<file path="src/rtl/ped_crossing_ctrl.sv">
// Pedestrian WALK / DON'T WALK controller slaved to the vehicle light controller.
// Grants WALK at the start of a vehicle red phase and times WALK plus flashing clearance in ticks.
module ped_crossing_ctrl #(
    parameter int WALK_TICKS  = 6,
    parameter int FLASH_TICKS = 4,
    parameter int CNT_W       = 4
) (
    input  logic clk,
    input  logic reset,
    input  logic tick,
    input  logic red,
    input  logic yellow,
    input  logic green,
    input  logic ped_button,
    output logic walk,
    output logic dont_walk,
    output logic req_pending,
    output logic served,
    output logic fault
);

    typedef enum logic [2:0] {
        IDLE  = 3'd0,
        WAIT  = 3'd1,
        WALK  = 3'd2,
        FLASH = 3'd3,
        FAULT = 3'd4
    } state_t;

    localparam logic [CNT_W-1:0] WALK_LAST  = CNT_W'(WALK_TICKS - 1);
    localparam logic [CNT_W-1:0] FLASH_LAST = CNT_W'(FLASH_TICKS - 1);

    state_t           state_q, state_d;
    logic [CNT_W-1:0] cnt_q, cnt_d;
    logic             red_d_q, red_d_d;
    logic             walk_q, walk_d;
    logic             dont_walk_q, dont_walk_d;
    logic             req_pending_q, req_pending_d;
    logic             served_q, served_d;
    logic             fault_q, fault_d;

    logic red_rise;
    logic lights_legal;
    logic enter_fault;

    assign red_rise     = red & ~red_d_q;
    assign lights_legal = ({red, yellow, green} == 3'b100) ||
                          ({red, yellow, green} == 3'b010) ||
                          ({red, yellow, green} == 3'b001);

    always_comb begin
        state_d       = state_q;
        cnt_d         = cnt_q;
        walk_d        = walk_q;
        dont_walk_d   = dont_walk_q;
        req_pending_d = req_pending_q;
        served_d      = 1'b0;
        fault_d       = fault_q;
        red_d_d       = red;

        case (state_q)
            IDLE: begin
                walk_d      = 1'b0;
                dont_walk_d = 1'b1;
                // A red edge coinciding with the press only arms the request.
                if (ped_button) begin
                    state_d       = WAIT;
                    req_pending_d = 1'b1;
                end
            end
            WAIT: begin
                if (red_rise) begin
                    state_d       = WALK;
                    walk_d        = 1'b1;
                    dont_walk_d   = 1'b0;
                    served_d      = 1'b1;
                    cnt_d         = '0;
                    req_pending_d = 1'b0;
                end
            end
            WALK: begin
                if (tick) begin
                    if (cnt_q == WALK_LAST) begin
                        state_d     = FLASH;
                        cnt_d       = '0;
                        walk_d      = 1'b0;
                        dont_walk_d = 1'b1;
                    end else begin
                        cnt_d = cnt_q + 1'b1;
                    end
                end
            end
            FLASH: begin
                if (ped_button) begin
                    req_pending_d = 1'b1;
                end
                if (tick) begin
                    if (cnt_q == FLASH_LAST) begin
                        cnt_d       = '0;
                        dont_walk_d = 1'b1;
                        state_d     = (req_pending_q || ped_button) ? WAIT : IDLE;
                    end else begin
                        cnt_d       = cnt_q + 1'b1;
                        dont_walk_d = ~dont_walk_q;
                    end
                end
            end
            FAULT: begin
                state_d = FAULT;
            end
            default: begin
                state_d = FAULT;
            end
        endcase

        // Red leaving while pedestrians may be on the crossing is treated like a bad lamp input.
        enter_fault = !lights_legal || (state_q == FAULT) ||
                      (((state_q == WALK) || (state_q == FLASH)) && !red);
        if (enter_fault) begin
            state_d       = FAULT;
            fault_d       = 1'b1;
            walk_d        = 1'b0;
            dont_walk_d   = 1'b1;
            req_pending_d = 1'b0;
            served_d      = 1'b0;
            cnt_d         = '0;
        end
    end

    always_ff @(posedge clk) begin
        if (reset) begin
            state_q       <= IDLE;
            cnt_q         <= '0;
            red_d_q       <= 1'b0;
            walk_q        <= 1'b0;
            dont_walk_q   <= 1'b1;
            req_pending_q <= 1'b0;
            served_q      <= 1'b0;
            fault_q       <= 1'b0;
        end else begin
            state_q       <= state_d;
            cnt_q         <= cnt_d;
            red_d_q       <= red_d_d;
            walk_q        <= walk_d;
            dont_walk_q   <= dont_walk_d;
            req_pending_q <= req_pending_d;
            served_q      <= served_d;
            fault_q       <= fault_d;
        end
    end

    assign walk        = walk_q;
    assign dont_walk   = dont_walk_q;
    assign req_pending = req_pending_q;
    assign served      = served_q;
    assign fault       = fault_q;

endmodule

</file>
<file path="config.mk">
export PLATFORM = sky130hd
export DESIGN_NAME = ped_crossing_ctrl
export DESIGN_NICKNAME = d
export VERILOG_FILES = /design/src/rtl/ped_crossing_ctrl.sv
export SDC_FILE = /design/constraint.sdc
export NUM_CORES = 1
export LEC_CHECK = 0
export CORE_MARGIN = 2
export CORE_UTILIZATION = 50
export CTS_BUF_LIST = sky130_fd_sc_hd__clkbuf_2
export DETAILED_ROUTE_END_ITERATION = 8
export PLACE_DENSITY = 0.78
export SLEW_MARGIN = 0
export SYNTH_ARGS = -nofsm -noshare
export SYNTH_HDL_FRONTEND = slang
export SYNTH_SLANG_ARGS = --single-unit
</file>
<file path="constraint.sdc">
create_clock -name clk -period 2.21 [get_ports clk]
set_input_delay 0.442 -clock clk [delete_from_list [all_inputs] [get_ports clk]]
set_output_delay 0.442 -clock clk [all_outputs]
set_load 0.02 [all_outputs]
</file>
Word-level counts from Yosys, hierarchy flattened:

Index checks and enable logic that the tools add are counted.

* word-level logic and storage cells: 87
* output and inout bits: 5
* bits in registers: 13

* equality and inequality tests: 22
* multiplexer cells: 28
* reduce and logical (&&, ||, !) cells: 23
* add/subtract/negate cells: 1
* bitwise logic cells: 4

Operators with widths (number)
* two-way mux 3 bit: 7
* two-way mux 4 bit: 5
* inequality test 3 bit, second input constant: 6
* inequality test 2 bit, second input constant: 6
* one-hot mux 3 bit (4 select lines): 1
* one-hot mux 4 bit (3 select lines): 1
* AND reduction 6 bit: 2
* two-way mux 1 bit: 11
* equality test 3 x 2 -> 1 bit, second input constant: 3
* AND reduction 4 bit: 2
* equality test 3 x 1 -> 1 bit, second input constant: 2
* equality test 3 bit, second input constant: 2
* logical OR 1 bit: 6
* nonzero test 3 bit: 2
* AND reduction 5 bit: 1
* adder 4 x 1 -> 4 bit, second input constant: 1
* equality test 4 x 2 -> 1 bit, second input constant: 1
* equality test 4 x 3 -> 1 bit, second input constant: 1
* one-hot mux 1 bit (4 select lines): 1
* nonzero test 4 bit: 1
* OR reduction 2 bit: 2
* zero test 3 bit: 1
* NOT 1 bit: 3
* one-hot mux 1 bit (3 select lines): 1
* other kinds (8): 9

Longest topological paths before layout:

* depth in word-level cells: 8
* mapped depth: 6
* mapped depth without buffers: 6

Least setup slack after synthesis:

Ideal clock, no wire load.

* kind: register to register
* start: reg cnt_q[1]
* end: reg cnt_q[1]
* setup slack: 561 ps
* period minus slack after synthesis: 1649 ps
* stages on the path, launching flop included: 7
* buffers on the path: 0
* required time: 2140 ps
* library setup time: 70 ps
* data arrival time: 1579 ps
* cells stage by stage: dfxtp_1 inv_1 ha_1 and4bb_4 a211oi_2 or3b_1 a21oi_1

* longest elaborated chain between the ends: 4
* elaborated cells between the ends (all ways): 8

Ends and longest elaborated chain
* start, declared: RTL line 34 `logic [CNT_W-1:0] cnt_q, cnt_d;`
* start signal, assigned: RTL line 142 `cnt_q <= cnt_d;`
* adder 4 x 1 -> 4 bit, or another cell as far along: RTL line 89, 103
* two-way mux 4 bit (on tied branches): RTL line 98, 83
* two-way mux 4 bit (on tied branches): RTL line 97, 82
* one-hot mux 4 bit (3 select lines) (*): RTL line 61 `case (state_q)`

Mark *: on every way between the ends. The rest lies on a longest branch, timed or not. The select of a mux whose other input is x is not followed.
A chain may end at the register's enable or synchronous reset.

Final worst setup path:

* start: reg cnt_q[0]
* end: reg state_q[0]

* longest elaborated chain between the ends: 3
* elaborated cells between the ends (all ways): 5

Ends and longest elaborated chain
* equality test 4 x 2 -> 1 bit / equality test 4 x 3 -> 1 bit (equally long branches): RTL line 98, 83
* inequality test 2 bit (no line)
* AND reduction 6 bit (no line) (*)
* end signal, assigned: RTL line 141 `state_q <= state_d;`
* end, declared: RTL line 33 `state_t state_q, state_d;`

Mark *: on every way between the ends. The rest lies on a longest branch, timed or not.

==> results.cfg <==
[global_route]
grt.overflow.total = 0
grt_pass1_wl_um = 2960
grt_max_degree = 11
grt_pass1_vias = 684
gr-usage-all-layers_pct = 21.8
antenna_found_initial = 0

[timing]
fin_crit_sh_pct = 84.0
rsz0062_at_grt = false
timing.fmax_mhz = 539
setup_tns_ps = 0
clock_skew_ps = 15.6
finalMaxSlewViolations = 0
max_slew_margin_pct = 71.5
period_needed_ps = 1860
finalHoldViolations = 0
worst_pin_slew_ps = 427
setup_viol = 0

[yosys]
synthArstFlopShare_pct = 0
synthFlopType = dfxtp_1
yosysWarnings = 0
syn_area_per_cell_um2 = 8.38
ys_seq_area_share_pct = 33.8
post_synth_instance_area_um2 = 771
yosys_register_bits = 13
synth_fp_nets = 101
synth_edf_count = 0
yosysUniqueCellTypes = 35
netlist_instances = 92

[setup_path]
cpMostUsedCell = a211oi_2
crit_slowest_cell = dfxtp_1
path_cells = ha_1 -> nor3b_1 -> a211oi_2 -> a2111o_1 -> a211oi_2
crit_path_end_kind = flop
crit_fanout = 6
worstSetupStartpointType = flop
crit_path_max_incr_delay_ps = 420
arrival_ps = 2070
cp_data_required_time_ps = 2430
crit_type = reg2reg

[cells_and_area]
diodes = 0
area_growth_pct = 23.4
stdcell_count = 125
drive_gt1_share_pct = 16.5
nNetsFinal = 119
seqCellArea_um2 = 260
multi_input_area_um2 = 473
fillerInstances = 138

[placement]
dp.cells = 121
gp_congestion = 0.805
dp_hpwl_um = 1280
port_buffers = 11

[routing]
wl_per_cell_um = 13.9
vias = 772
route.antenna.remaining_nets = 0
routed_wl_um = 1740
first_pass_iters = 5
drt_iter0_drc = 24
drc = 0
via_per_inst = 6.18

[power]
power_leakage_nw = 0.332
p_per_area_nw_per_um2 = 486
irDropWorstVdd_mv = 0.308

[clock_tree]
cts_inserted_buffers = 3
post_cts_buffers = 0
clock_path_buffers = 2
htree_levels = 1
cts_tree = yes
cts.sinks = 13
worstSkewPairLatency_ps = 300
ctsResizeCount = 0
clock-root-buffer = clkbuf_2
cts_hold_buf = 0
cts.clk_slew.worst_paths_ps = 140

[die]
dieArea_um2 = 1870
initial_core_util_pct = 52.4
io_pins = 12
die_w_um = 43.3
core_um2 = 1470
fp.dieH_um = 43.3
fp-row-count = 14

[outcome]
status = completed

[worst_hold_path]
hp-class = reg2reg

[flow_run]
drv_cap = 0
==> logic make-up (layout without fill, tap and decap cells) <==
kind of cell	count (synthesis)	in the layout	share of synthesized area, %
flops	13	13	33.8
compound gates	29	29	27.3
simple gates	38	38	29.7
buf+inv	9	26	4.87
fa+ha+maj	2	2	3.25
xor+xnor	1	1	1.14
==> registers in the layout (all words and copies together), names as in the netlist <==
register and cells:
cnt_q 4, state_q 3, dont_walk 1, fault 1
red_d_q 1, req_pending 1, served 1, walk 1
==> where the power goes <==
part | internal [mW] | switching [mW]
combinational | 0.0403 | 0.0403
sequential | 0.240 | 0.00906
clock | 0.0479 | 0.0844
total | 0.329 | 0.134
==> synth_stat cells (2+ instances only) <==
cell type  instances  area, µm²
nor3b_1            3       22.5
nor3_2             2       20.0
dfxtp_1           13        260
nand2_1            6       22.5
nor3_1             4       20.0
a31oi_1            3       18.8
a21oi_1           10       50.1
o21bai_1           2       15.0
o21ai_0            3       15.0
ha_1               2       25.0
nor2_1             7       26.3
buf_2              3       15.0
nor2b_1            2       12.5
nand3_1            3       15.0
a211oi_2           3       37.5
inv_1              4       15.0
nand2b_1           3       18.8
clkbuf_1           2       7.51
==> worst paths after layout <==
path	slack, ps	end	cells past startpoint	from
worst max-delay path	350	state_q[0]$_SDFFE_PP0P_	5	cnt_q[0]$_SDFFE_PP0P_
worst min-delay path	510	cnt_q[1]$_SDFFE_PP0P_	2	cnt_q[1]$_SDFFE_PP0P_
worst min register to register	510	cnt_q[1]$_SDFFE_PP0P_	2	cnt_q[1]$_SDFFE_PP0P_
worst max register to register	350	state_q[0]$_SDFFE_PP0P_	5	cnt_q[0]$_SDFFE_PP0P_
==> placed cells by master, fill, tap and decap left out <==
cell type,count
a311oi_2,1
a221o_1,1
a211oi_1,1
a21oi_1,10
nand2_1,6
buf_4,7
inv_1,4
and3_1,1
nand2b_1,3
o221ai_1,1
nand4b_1,1
nor3_2,2
nand3_1,3
o31ai_1,1
nor2b_1,2
or3_1,1
dfxtp_1,13
o21bai_1,2
clkdlybuf4s50_1,11
a211oi_2,3
o21ai_0,3
a31oi_1,3
a21o_1,1
a2111o_1,1
or2_1,1
nand3b_1,1
and4bb_4,1
o22ai_1,1
clkbuf_2,4
nand4bb_1,1
ha_1,2
nor2_1,7
or3b_1,1
nor3_1,4
xnor2_1,1
nor3b_1,3
==> layer usage <==
layer / wire length (µm) / track usage (%)
met1: 794 / 27.3
met2: 804 / 31.9
met5: 0 / 0
met3: 67 / 5.11
met4: 70 / 15.8
==> critical path, delay by kind of cell, from the launching register on <==
family	cells	cell delay, ps
adder cells (fa/ha/maj)	1	220
flip-flops	1	420
AND/OR/NAND/NOR	1	400
AO/OA/AOI/OAI	3	720
==> cell type report <==
class                           count  area share [%]
Clock buffer                        4            2.11
Multi-Input combinational cell     70            49.7
Timing Repair Buffer               18            17.1
Tap cell                           16            2.11
Sequential cell                    13            27.4
Inverter                            4            1.58
==> per-stage QoR <==
stage	hold WS (ps)	power, mW	cell area [µm²]	setup WS, ps	utilization (%)
detailed placement	468	0.334	931	121	63.3
finish	507	0.462	951	354	64.6
global placement	481	0.333	931	159	63.3
floorplan	462	0.300	771	561	-
CTS	512	0.464	951	345	64.6
global route	546	0.483	951	183	64.6
(Power assumes the default switching activity.)
